File: src/rtl/fetch_pkg.sv
// Shared types and constants for the instruction-fetch stage.
// Optional feature macro used by this block: FETCH_PERF_CNT_EN.
package fetch_pkg;

   localparam int ILEN = 32;

   // Defaults for the fetch_unit parameters: reset fetch address and the
   // canonical RISC-V NOP (addi x0,x0,0) driven whenever bubble=1.
   localparam logic [ILEN-1:0] DEFAULT_RESET_PC = 32'h0000_0000;
   localparam logic [ILEN-1:0] DEFAULT_NOP_INST = 32'h0000_0013;

   // Fetch controller states.
   //   S_IDLE : one cycle after reset, no request outstanding
   //   S_REQ  : request to imem active, waiting for rvalid
   //   S_DROP : a redirected request is still in flight; its response is discarded
   //   S_HOLD : a response arrived under stall and is parked in the hold buffer
   typedef enum logic [1:0] {
      S_IDLE = 2'd0,
      S_REQ  = 2'd1,
      S_DROP = 2'd2,
      S_HOLD = 2'd3
   } fetch_state_e;

   // Clear the byte-offset bits so fetch addresses stay word aligned.
   function automatic logic [ILEN-1:0] align_word(input logic [ILEN-1:0] addr);
      return addr & {{(ILEN-2){1'b1}}, 2'b00};
   endfunction

endpackage

File: src/rtl/fetch_hold_buf.sv
// One-entry {pc, inst} buffer. It parks an instruction that came back from
// imem while the pipeline was stalled, until it can be handed to IF/ID.
// clear wins over load; the controller never asserts both together.
module fetch_hold_buf
   import fetch_pkg::*;
(
   input  logic            clk,
   input  logic            rst,
   input  logic            load,
   input  logic            clear,
   input  logic [ILEN-1:0] load_pc,
   input  logic [ILEN-1:0] load_inst,
   output logic            valid,
   output logic [ILEN-1:0] pc,
   output logic [ILEN-1:0] inst
);

   // Capture a parked instruction on load, drop it on clear.
   always_ff @(posedge clk or negedge rst) begin
      if (!rst) begin
         valid <= 1'b0;
         pc    <= '0;
         inst  <= '0;
      end else if (clear) begin
         valid <= 1'b0;
      end else if (load) begin
         valid <= 1'b1;
         pc    <= load_pc;
         inst  <= load_inst;
      end
   end

endmodule

File: src/rtl/fetch_unit.sv
// Instruction-fetch stage of the 32-bit RISC-V core.
// Owns the fetch PC (fpc), runs a single-outstanding request to imem, applies
// stall and redirect, and drives pc/pc4/inst/bubble into the IF/ID register.
// IF/ID has no enable, so every edge that does not load a new instruction
// loads bubble=1 and inst=NOP_INST while pc/pc4 keep their old values.
//
// imem handshake: imem_req is high only in S_REQ and imem_addr (= fpc) is held
// stable while it is high. A request is closed by the edge on which
// imem_rvalid=1 is sampled; imem_rdata is only meaningful on that edge.
// A request may not be answered in the same cycle it starts.
//
// Optional feature: define FETCH_PERF_CNT_EN to add the inst_cnt/redir_cnt
// performance counters (and the CNT_W parameter). Without it they are absent.
module fetch_unit
   import fetch_pkg::*;
#(
   parameter logic [ILEN-1:0] RESET_PC = DEFAULT_RESET_PC,
   parameter logic [ILEN-1:0] NOP_INST = DEFAULT_NOP_INST
`ifdef FETCH_PERF_CNT_EN
   ,
   parameter int              CNT_W    = 32
`endif
)
(
   input  logic            clk,
   input  logic            rst,
   input  logic            stall,
   input  logic            redirect,
   input  logic [ILEN-1:0] redirect_pc,
   output logic            imem_req,
   output logic [ILEN-1:0] imem_addr,
   input  logic [ILEN-1:0] imem_rdata,
   input  logic            imem_rvalid,
   output logic [ILEN-1:0] pc,
   output logic [ILEN-1:0] pc4,
   output logic [ILEN-1:0] inst,
   output logic            bubble,
   output fetch_state_e    fsm_state
`ifdef FETCH_PERF_CNT_EN
   ,
   output logic [CNT_W-1:0] inst_cnt,
   output logic [CNT_W-1:0] redir_cnt
`endif
);

   fetch_state_e    state;
   logic [ILEN-1:0] fpc;
   logic [ILEN-1:0] fpc_next;
   logic [ILEN-1:0] target;

   logic            hold_load;
   logic            hold_clear;
   logic            hold_valid;
   logic [ILEN-1:0] hold_pc;
   logic [ILEN-1:0] hold_inst;

   logic            emit_req;
   logic            emit_hold;

   // Sequential fetch address wraps naturally at 2^32.
   assign fpc_next  = fpc + 32'd4;
   assign target    = align_word(redirect_pc);

   assign imem_addr = fpc;
   assign imem_req  = (state == S_REQ);
   assign fsm_state = state;

   // Decode which edge delivers an instruction and how the hold buffer moves.
   // Redirect outranks stall, stall outranks rvalid.
   always_comb begin
      emit_req   = 1'b0;
      emit_hold  = 1'b0;
      hold_load  = 1'b0;
      hold_clear = 1'b0;
      case (state)
         S_REQ: begin
            if (!redirect && imem_rvalid) begin
               emit_req  = !stall;
               hold_load = stall;
            end
         end
         S_HOLD: begin
            hold_clear = redirect || !stall;
            emit_hold  = !redirect && !stall && hold_valid;
         end
         default: begin
            emit_req   = 1'b0;
            emit_hold  = 1'b0;
         end
      endcase
   end

   fetch_hold_buf u_hold_buf (
      .clk       (clk),
      .rst       (rst),
      .load      (hold_load),
      .clear     (hold_clear),
      .load_pc   (fpc),
      .load_inst (imem_rdata),
      .valid     (hold_valid),
      .pc        (hold_pc),
      .inst      (hold_inst)
   );

   // Fetch controller: state, fetch PC and the registered IF/ID outputs.
   always_ff @(posedge clk or negedge rst) begin
      if (!rst) begin
         state  <= S_IDLE;
         fpc    <= RESET_PC;
         pc     <= '0;
         pc4    <= '0;
         inst   <= NOP_INST;
         bubble <= 1'b1;
      end else begin
         // Default every edge to a bubble; only an emitting edge overrides it.
         bubble <= 1'b1;
         inst   <= NOP_INST;
         case (state)
            S_IDLE: begin
               if (redirect) begin
                  fpc <= target;
               end
               state <= S_REQ;
            end
            S_REQ: begin
               if (redirect) begin
                  // With rvalid the request is already closed and its data is
                  // thrown away; otherwise it must be drained in S_DROP.
                  fpc   <= target;
                  state <= imem_rvalid ? S_REQ : S_DROP;
               end else if (imem_rvalid) begin
                  fpc <= fpc_next;
                  if (stall) begin
                     state <= S_HOLD;
                  end else begin
                     pc     <= fpc;
                     pc4    <= fpc_next;
                     inst   <= imem_rdata;
                     bubble <= 1'b0;
                  end
               end
            end
            S_DROP: begin
               if (redirect) begin
                  fpc <= target;
               end
               if (imem_rvalid) begin
                  state <= S_REQ;
               end
            end
            S_HOLD: begin
               if (redirect) begin
                  fpc   <= target;
                  state <= S_REQ;
               end else if (!stall) begin
                  if (emit_hold) begin
                     pc     <= hold_pc;
                     pc4    <= hold_pc + 32'd4;
                     inst   <= hold_inst;
                     bubble <= 1'b0;
                  end
                  state <= S_REQ;
               end
            end
            default: begin
               state <= S_IDLE;
            end
         endcase
      end
   end

`ifdef FETCH_PERF_CNT_EN
   // Count delivered instructions and accepted redirects; both wrap.
   always_ff @(posedge clk or negedge rst) begin
      if (!rst) begin
         inst_cnt  <= '0;
         redir_cnt <= '0;
      end else begin
         if (emit_req || emit_hold) begin
            inst_cnt <= inst_cnt + 1'b1;
         end
         if (redirect) begin
            redir_cnt <= redir_cnt + 1'b1;
         end
      end
   end
`endif

endmodule

File: config.mk
export PLATFORM = sky130hd
export DESIGN_NAME = fetch_unit
export DESIGN_NICKNAME = d
export VERILOG_FILES = /design/src/rtl/fetch_pkg.sv /design/src/rtl/fetch_hold_buf.sv /design/src/rtl/fetch_unit.sv
export SDC_FILE = /design/constraint.sdc
export NUM_CORES = 1
export LEC_CHECK = 0
export CORE_MARGIN = 2
export CORE_UTILIZATION = 55
export DETAILED_ROUTE_END_ITERATION = 12
export PLACE_DENSITY = 0.95
export SYNTH_ARGS = -nofsm -noshare
export SYNTH_HDL_FRONTEND = slang
export SYNTH_SLANG_ARGS = --single-unit
File: constraint.sdc
create_clock -name clk -period 5.52 [get_ports clk]
set_clock_uncertainty 0.1 [all_clocks]
set_input_delay 1.656 -clock clk [delete_from_list [all_inputs] [get_ports clk]]
set_output_delay 1.656 -clock clk [all_outputs]
set_load 0.02 [all_outputs]
==> results of run 1 <==
metal layers:
layer | wire length [um] | global-route usage [%] | up-vias
met5 | 0 | 0 | -
met4 | 994 | 13.0 | 0
met3 | 2180 | 5.59 | 90
met2 | 11800 | 44.8 | 455
met1 | 9960 | 39.5 | 3682
li1 | - | - | 3300
cell families (layout without fill, tap and decap cells):
family                     count (synthesis)  in the layout  share of synthesized area [%]
buffers and inverters                     81            238                           4.05
AOI/OAI and AO/OA                        151            151                           11.0
other                                      1              6                         0.0413
xor gates and xnor gates                  75             75                           7.24
and+or+nand+nor                          252            252                           13.9
muxes                                     98             98                           11.6
DFF                                      188            188                           51.9
adders and majority gates                  2              2                          0.276
registers in the layout, indices dropped and copies added, names as in the netlist:
signal            count
bubble                1
fsm_state             2
imem_addr            30
inst                 32
pc                   30
pc4                  30
u_hold_buf.inst      32
u_hold_buf.pc        30
u_hold_buf.valid      1
per-stage QoR:
step,instances,area [um2]
2_1_floorplan,853,9100
3_3_place_gp,1194,11000
3_5_place_dp,1194,11000
4_1_cts,1226,11700
5_1_grt,1226,11700
6_report,1226,11700
path summary, 6_finish.rpt:
path / start / endpoint / depth (start not counted) / slack, ns
setup / recovery: imem_rvalid / inst[22]$_DFF_PN0_ / 5 / 1.67
hold / removal: pc4[6]$_DFFE_PN0P_ / pc4[6]$_DFFE_PN0P_ / 2 / 0.38
setup reg to reg: imem_addr[13]$_DFFE_PN0P_ / pc4[31]$_DFFE_PN0P_ / 5 / 2.48
hold reg to reg: pc4[6]$_DFFE_PN0P_ / pc4[6]$_DFFE_PN0P_ / 2 / 0.38
max in group asynchronous: rst / u_hold_buf.pc[15]$_DFFE_PN0P_ / 2 / 3.11
min in group asynchronous: rst / u_hold_buf.inst[10]$_DFFE_PN0P_ / 1 / 1.25
synthesized netlist by cell type (2+ instances only):
| cell type | instances |
|---|---|
| nand3_1 | 36 |
| nor2_1 | 21 |
| buf_1 | 5 |
| o31a_1 | 4 |
| a22o_1 | 30 |
| mux2i_1 | 37 |
| ha_1 | 2 |
| clkbuf_2 | 2 |
| o31ai_1 | 3 |
| nand2b_1 | 2 |
| nor4_1 | 12 |
| buf_4 | 8 |
| nand2_1 | 113 |
| o221ai_1 | 8 |
| o21ai_1 | 2 |
| a22oi_1 | 3 |
| inv_1 | 4 |
| xnor2_1 | 38 |
| and4_1 | 6 |
| or3_1 | 2 |
| o21ai_0 | 78 |
| dfrtp_1 | 184 |
| xor2_1 | 37 |
| nor4_2 | 4 |
| o211ai_1 | 4 |
| or4_1 | 3 |
| clkbuf_1 | 41 |
| a21oi_1 | 7 |
| buf_2 | 19 |
| o22a_1 | 3 |
| dfstp_2 | 4 |
| mux2_2 | 61 |
| a221o_1 | 6 |
| and3_1 | 9 |
| nor2b_1 | 2 |
| nor3_1 | 11 |
| nand4_1 | 23 |
final cells by class:
class                           instances  share of cell area (%)
Clock buffer                           21                    4.03
Clock inverter                         11                    1.41
Inverter                                5                   0.161
Multi-Input combinational cell        584                    34.5
Sequential cell                       188                    40.3
Tap cell                              216                    2.32
Timing Repair Buffer                  201                    17.2
power groups by stage:
stage / Sequential (mW) / Clock, mW / Combinational [mW]
finish: 2.09 / 1.31 / 1.44
global route: 2.14 / 1.38 / 1.54
CTS: 2.08 / 1.32 / 1.45
detailed placement: 2.10 / 0 / 1.43
global placement: 2.08 / 0 / 1.38
floorplan: 2.23 / 0 / 0.592
worst max-delay path, delay by kind of cell:
kind / cells / cell delay [ns]
AOI/OAI and AO/OA: 1 / 0.22
buffers and inverters: 2 / 1.03
and+or+nand+nor: 2 / 1.19
==> flow_summary.toml, run 1 <==
[outcome]
status = "complete, no violations"

[yosys]
yosysTopAreaCellShare_pct = 50.7
syn_inst = 848
ys_seq_area_share_pct = 51.9
synth-edff-count = 0
ys_ff_latch = 188
synth.cell_area_um2 = 9080
synthArstFlopShare_pct = 100
yosys-top-cells-area = "dfrtp_1 51%, mux2_2 7.6%, nand2_1 4.7%, o21ai_0 4.3%, mux2i_1 4.1%"
ys.flop_type = "dfrtp_1"
synth-warning-count = 0
synth_top_area_cell = "dfrtp_1"
syn_area_per_cell_um2 = 10.7
yosysUniqueCellTypes = 51

[cts]
cts_tree = "yes"
ctsHtreeMaxLevel = 4
clockBufferDepth = 2
ctsHoldBuffers = 0
clkTransAtPathRegs_ns = 0.07
clock-sinks = 188
clockRootBuffer = "clkbuf_16"
ctsResizeCount = 0
insertion_delay_ns = 0.43
postCtsSetupBuffers = 0
tritoncts.num_buffers = 17

[floorplan]
start_util_pct = 56.7
coreArea_um2 = 16000
dieWidth_um = 132
ioPinCount = 201
rows = 46
die-area_um2 = 17500
die_h_um = 132

[setup_path]
crit_path_end_kind = "register"
startpoint_type = "input pin"
crit_arrival_ns = 4.11
slowest_delay_ns = 0.74
critical_path.max_fanout = 29
slowest_stage = "nor3_2"
crit_type = "in -> reg"
cp.required_ns = 5.78
worstPathCellList = "clkdlybuf4s50_1, nand2_1, nor3_2, buf_4, a22o_1"

[sta]
finalSetupViolCount = 0
max_slew_margin_pct = 15.3
layout_worst_path_cycle_share_pct = 69.7
setup_ws_ns = 1.67
worst_pin_slew_ns = 1.27
final-hold-violation-count = 0
fmax_ghz = 0.260
fin_tns_setup_ns = 0
rsz0062_at_grt = "false"
whs_ns = 0.381
finalMaxSlewViolations = 0
layout_min_cycle_time_ns = 3.85

[layout]
finish.utilization_pct = 73.0
diodes = 0
layout.nets = 1068
num-fill-cells = 1069
multi_input_area_um2 = 4030
final_cell_mix = "190 x clkdlybuf4s50_1, 184 x dfrtp_1, 112 x nand2_1"
layout_commonest_cell = "clkdlybuf4s50_1"
syn_to_final_growth_pct = 28.6
seqCellArea_um2 = 4710
drive_gt1_share_pct = 11.9

[routing]
wl_per_cell_um = 20.4
wirelength_um = 25000
drt_pass1_iterations = 5
ant_nets = 0
route.detailed.drc = 0
via_per_inst = 6.14
drtIter0Drc = 869
num_vias = 7527

[pwr]
p_per_area_nw_per_um2 = 415
pwr-share-clk_pct = 27.0
p_int_mw = 3.25
power.total_mw = 4.85
p_comb_share_pct = 29.8
swShare_pct = 33.0
seqPwrFrac_pct = 43.2
power_switching_mw = 1.60
vdd_ir_drop_max_mv = 0.265
leakage_nw = 4.87

[placement]
port_buffers = 192
dp_hpwl_um = 16700
gp_congestion = 0.927
pre_cts_ws_ns = 1.33

[flow_run]
cap_violations = 0

[grt]
grt_max_degree = 105
grt_pass1_vias = 7343
gr-total-overflow = 0
grt_first_pass_wirelength_um = 39800
grt_antenna_before_repair = 0
gr-usage-all-layers_pct = 28.8

[hold_path]
hp-class = "reg -> reg"
Note: power is estimated with default switching activity, not from simulation.
==> run 2, diff against run 1 <==
--- a/config.mk
+++ b/config.mk
@@ -6,9 +6,9 @@
 export NUM_CORES = 1
 export LEC_CHECK = 0
 export CORE_MARGIN = 2
-export CORE_UTILIZATION = 55
+export CORE_UTILIZATION = 51
 export DETAILED_ROUTE_END_ITERATION = 12
-export PLACE_DENSITY = 0.95
+export PLACE_DENSITY = 0.91
 export SYNTH_ARGS = -nofsm -noshare
 export SYNTH_HDL_FRONTEND = slang
 export SYNTH_SLANG_ARGS = --single-unit
==> constraint.sdc (replaced) <==
create_clock -name clk -period 3.8 [get_ports clk]
set_clock_uncertainty 0.1 [all_clocks]
set_input_delay 1.14 -clock clk [delete_from_list [all_inputs] [get_ports clk]]
set_output_delay 1.14 -clock clk [all_outputs]
set_load 0.02 [all_outputs]
==> run 2 against run 1 <==
Compared with the run above:
- sequential power is 45% higher
- critical path depth is 3 lower
- largest cell class unchanged
- global-route usage down 2.2 points
- flip-flop and latch count unchanged
- clock-buffer cell count decreased by 1
==> flow_summary.toml, run 2 (same netlist as run 1, synthesis figures left out) <==
[outcome]
status = "complete, no violations"

[cts]
clockBufferDepth = 2
clkTransAtPathRegs_ns = 0.07
cts_tree = "yes"
clockRootBuffer = "clkbuf_16"
ctsHoldBuffers = 0
tritoncts.num_buffers = 17
insertion_delay_ns = 0.44
ctsHtreeMaxLevel = 4
clock-sinks = 188
postCtsSetupBuffers = 0
ctsResizeCount = 0

[layout]
largest_registers = "inst x32, u_hold_buf.inst x32"
syn_to_final_growth_pct = 28.7
drive_gt1_share_pct = 12.3
layout_commonest_cell = "clkdlybuf4s50_1"
layout.nets = 1075
final_cell_mix = "190 x clkdlybuf4s50_1, 184 x dfrtp_1, 112 x nand2_1"
diodes = 0

[floorplan]
die_h_um = 137
dieWidth_um = 137
die-area_um2 = 18900
ioPinCount = 201
coreArea_um2 = 17400
start_util_pct = 52.3
rows = 48

[routing]
ant_nets = 0
num_vias = 7476
via_per_inst = 6.02
wl_per_cell_um = 19.7
drtIter0Drc = 819
drt_pass1_iterations = 5
route.detailed.drc = 0
wirelength_um = 24500

[placement]
gp_congestion = 0.888
pre_cts_ws_ns = 0.411
dp_hpwl_um = 16800
port_buffers = 192

[setup_path]
crit_arrival_ns = 1.85
slowest_stage = "clkdlybuf4s50_1"
crit_type = "reg -> out"
startpoint_type = "register"
critical_path.max_fanout = 12
worstPathCellList = "nor2b_1, clkdlybuf4s50_1"
crit_path_end_kind = "output pin"
cp_num_buf_inv = 1
cp.required_ns = 2.56
slowest_delay_ns = 0.63
r2r_slack_ns = 1.06
cp_top_family = "buffers and inverters"

[pwr]
power_switching_mw = 2.34
leakage_nw = 4.86
swShare_pct = 34.3
seqPwrFrac_pct = 44.5
p_per_area_nw_per_um2 = 585
vdd_ir_drop_max_mv = 0.352
pwr-share-clk_pct = 24.8
p_int_mw = 4.49
p_comb_share_pct = 30.7

[sta]
fin_tns_setup_ns = 0
rsz0062_at_grt = "false"
max_slew_margin_pct = 32.4
finalSetupViolCount = 0
final-hold-violation-count = 0
worst_pin_slew_ns = 1.01
layout_worst_path_cycle_share_pct = 81.3
finalMaxSlewViolations = 0
setup_ws_ns = 0.709
layout_min_cycle_time_ns = 3.09
fmax_ghz = 0.324

[grt]
gr-usage-all-layers_pct = 26.6
grt_pass1_vias = 7170
busiest_layer = "met2"
met1_usage_pct = 37.5
grt_first_pass_wirelength_um = 38800
grt_max_degree = 98
grt_util_met3_pct = 4.56
met2_usage_pct = 40.8
grt_antenna_before_repair = 0
gr-total-overflow = 0

[flow_run]
cap_violations = 0

[hold_path]
hp-class = "reg -> reg"
-- run 2: cell count changes in the layout (fill, tap and decap cells not counted) --
cell        before  now
bufinv_16        4    1
inv_6            0    2
buf_4            7   12
clkinv_2         3    0
clkbuf_1         1    3
clkinvlp_4       4    6
clkinv_4         0    3
clkbuf_8         3    0
buf_12           2    4
-- run 2: path summary, 6_finish.rpt --
kind                                                 from                       endpoint  cells past startpoint
max in group asynchronous                             rst  u_hold_buf.pc[31]$_DFFE_PN0P_                      2
worst min register to register         pc[31]$_DFFE_PN0P_             pc[31]$_DFFE_PN0P_                      2
worst max register to register  imem_addr[13]$_DFFE_PN0P_            pc4[31]$_DFFE_PN0P_                      5
worst min-delay path                   pc[31]$_DFFE_PN0P_             pc[31]$_DFFE_PN0P_                      2
worst max-delay path             fsm_state[0]$_DFFE_PN0P_                       imem_req                      2
min in group asynchronous                             rst              inst[7]$_DFF_PN0_                      1
-- run 2: area by class of cell --
type	count	area (um2)
clock inverter	12	119
multi-input combinational	584	4030
sequential	188	4710
inverter	5	18.8
timing repair buffer	208	2090
fill	1288	5680
clock buffer	20	437
tap	225	282
-- run 2: per-stage QoR --
stage                     cell area, um2  instances  hold slack (ns)  utilization [%]  power [mW]
final                              11700       1242            0.380             67.3        6.83
after global routing               11700       1242            0.398             67.3        7.14
after CTS                          11700       1242            0.385             67.3        6.84
after detailed placement           11100       1210            0.371             64.1        5.14
after global placement             11100       1210            0.362             64.1        5.06
after floorplan                     9100        853            0.350                -        4.10
-- run 2: power by group through the flow --
stage | combinational (mW) | sequential (mW) | clock, mW
after floorplan | 0.860 | 3.24 | 0
after global placement | 2.02 | 3.03 | 0
after detailed placement | 2.09 | 3.05 | 0
after CTS | 2.10 | 3.03 | 1.71
after global routing | 2.25 | 3.11 | 1.79
final | 2.10 | 3.04 | 1.69
-- run 2: worst reg2reg max path, stage by stage (launching register included) --
cell and delay (ns):
dfrtp_1 0.57, nand4_1 0.36, nor4b_2 0.93, nand3_1 0.27, xor2_1 0.20, o221ai_1 0.15
-- run 2: per-layer routing --
| metal | vias up | share of wire, % |
|---|---|---|
| met3 | 72 | 8.6 |
| met2 | 401 | 47 |
| met5 | - | 0 |
| met4 | 0 | 3.5 |
| met1 | 3680 | 41 |
| li1 | 3323 | - |
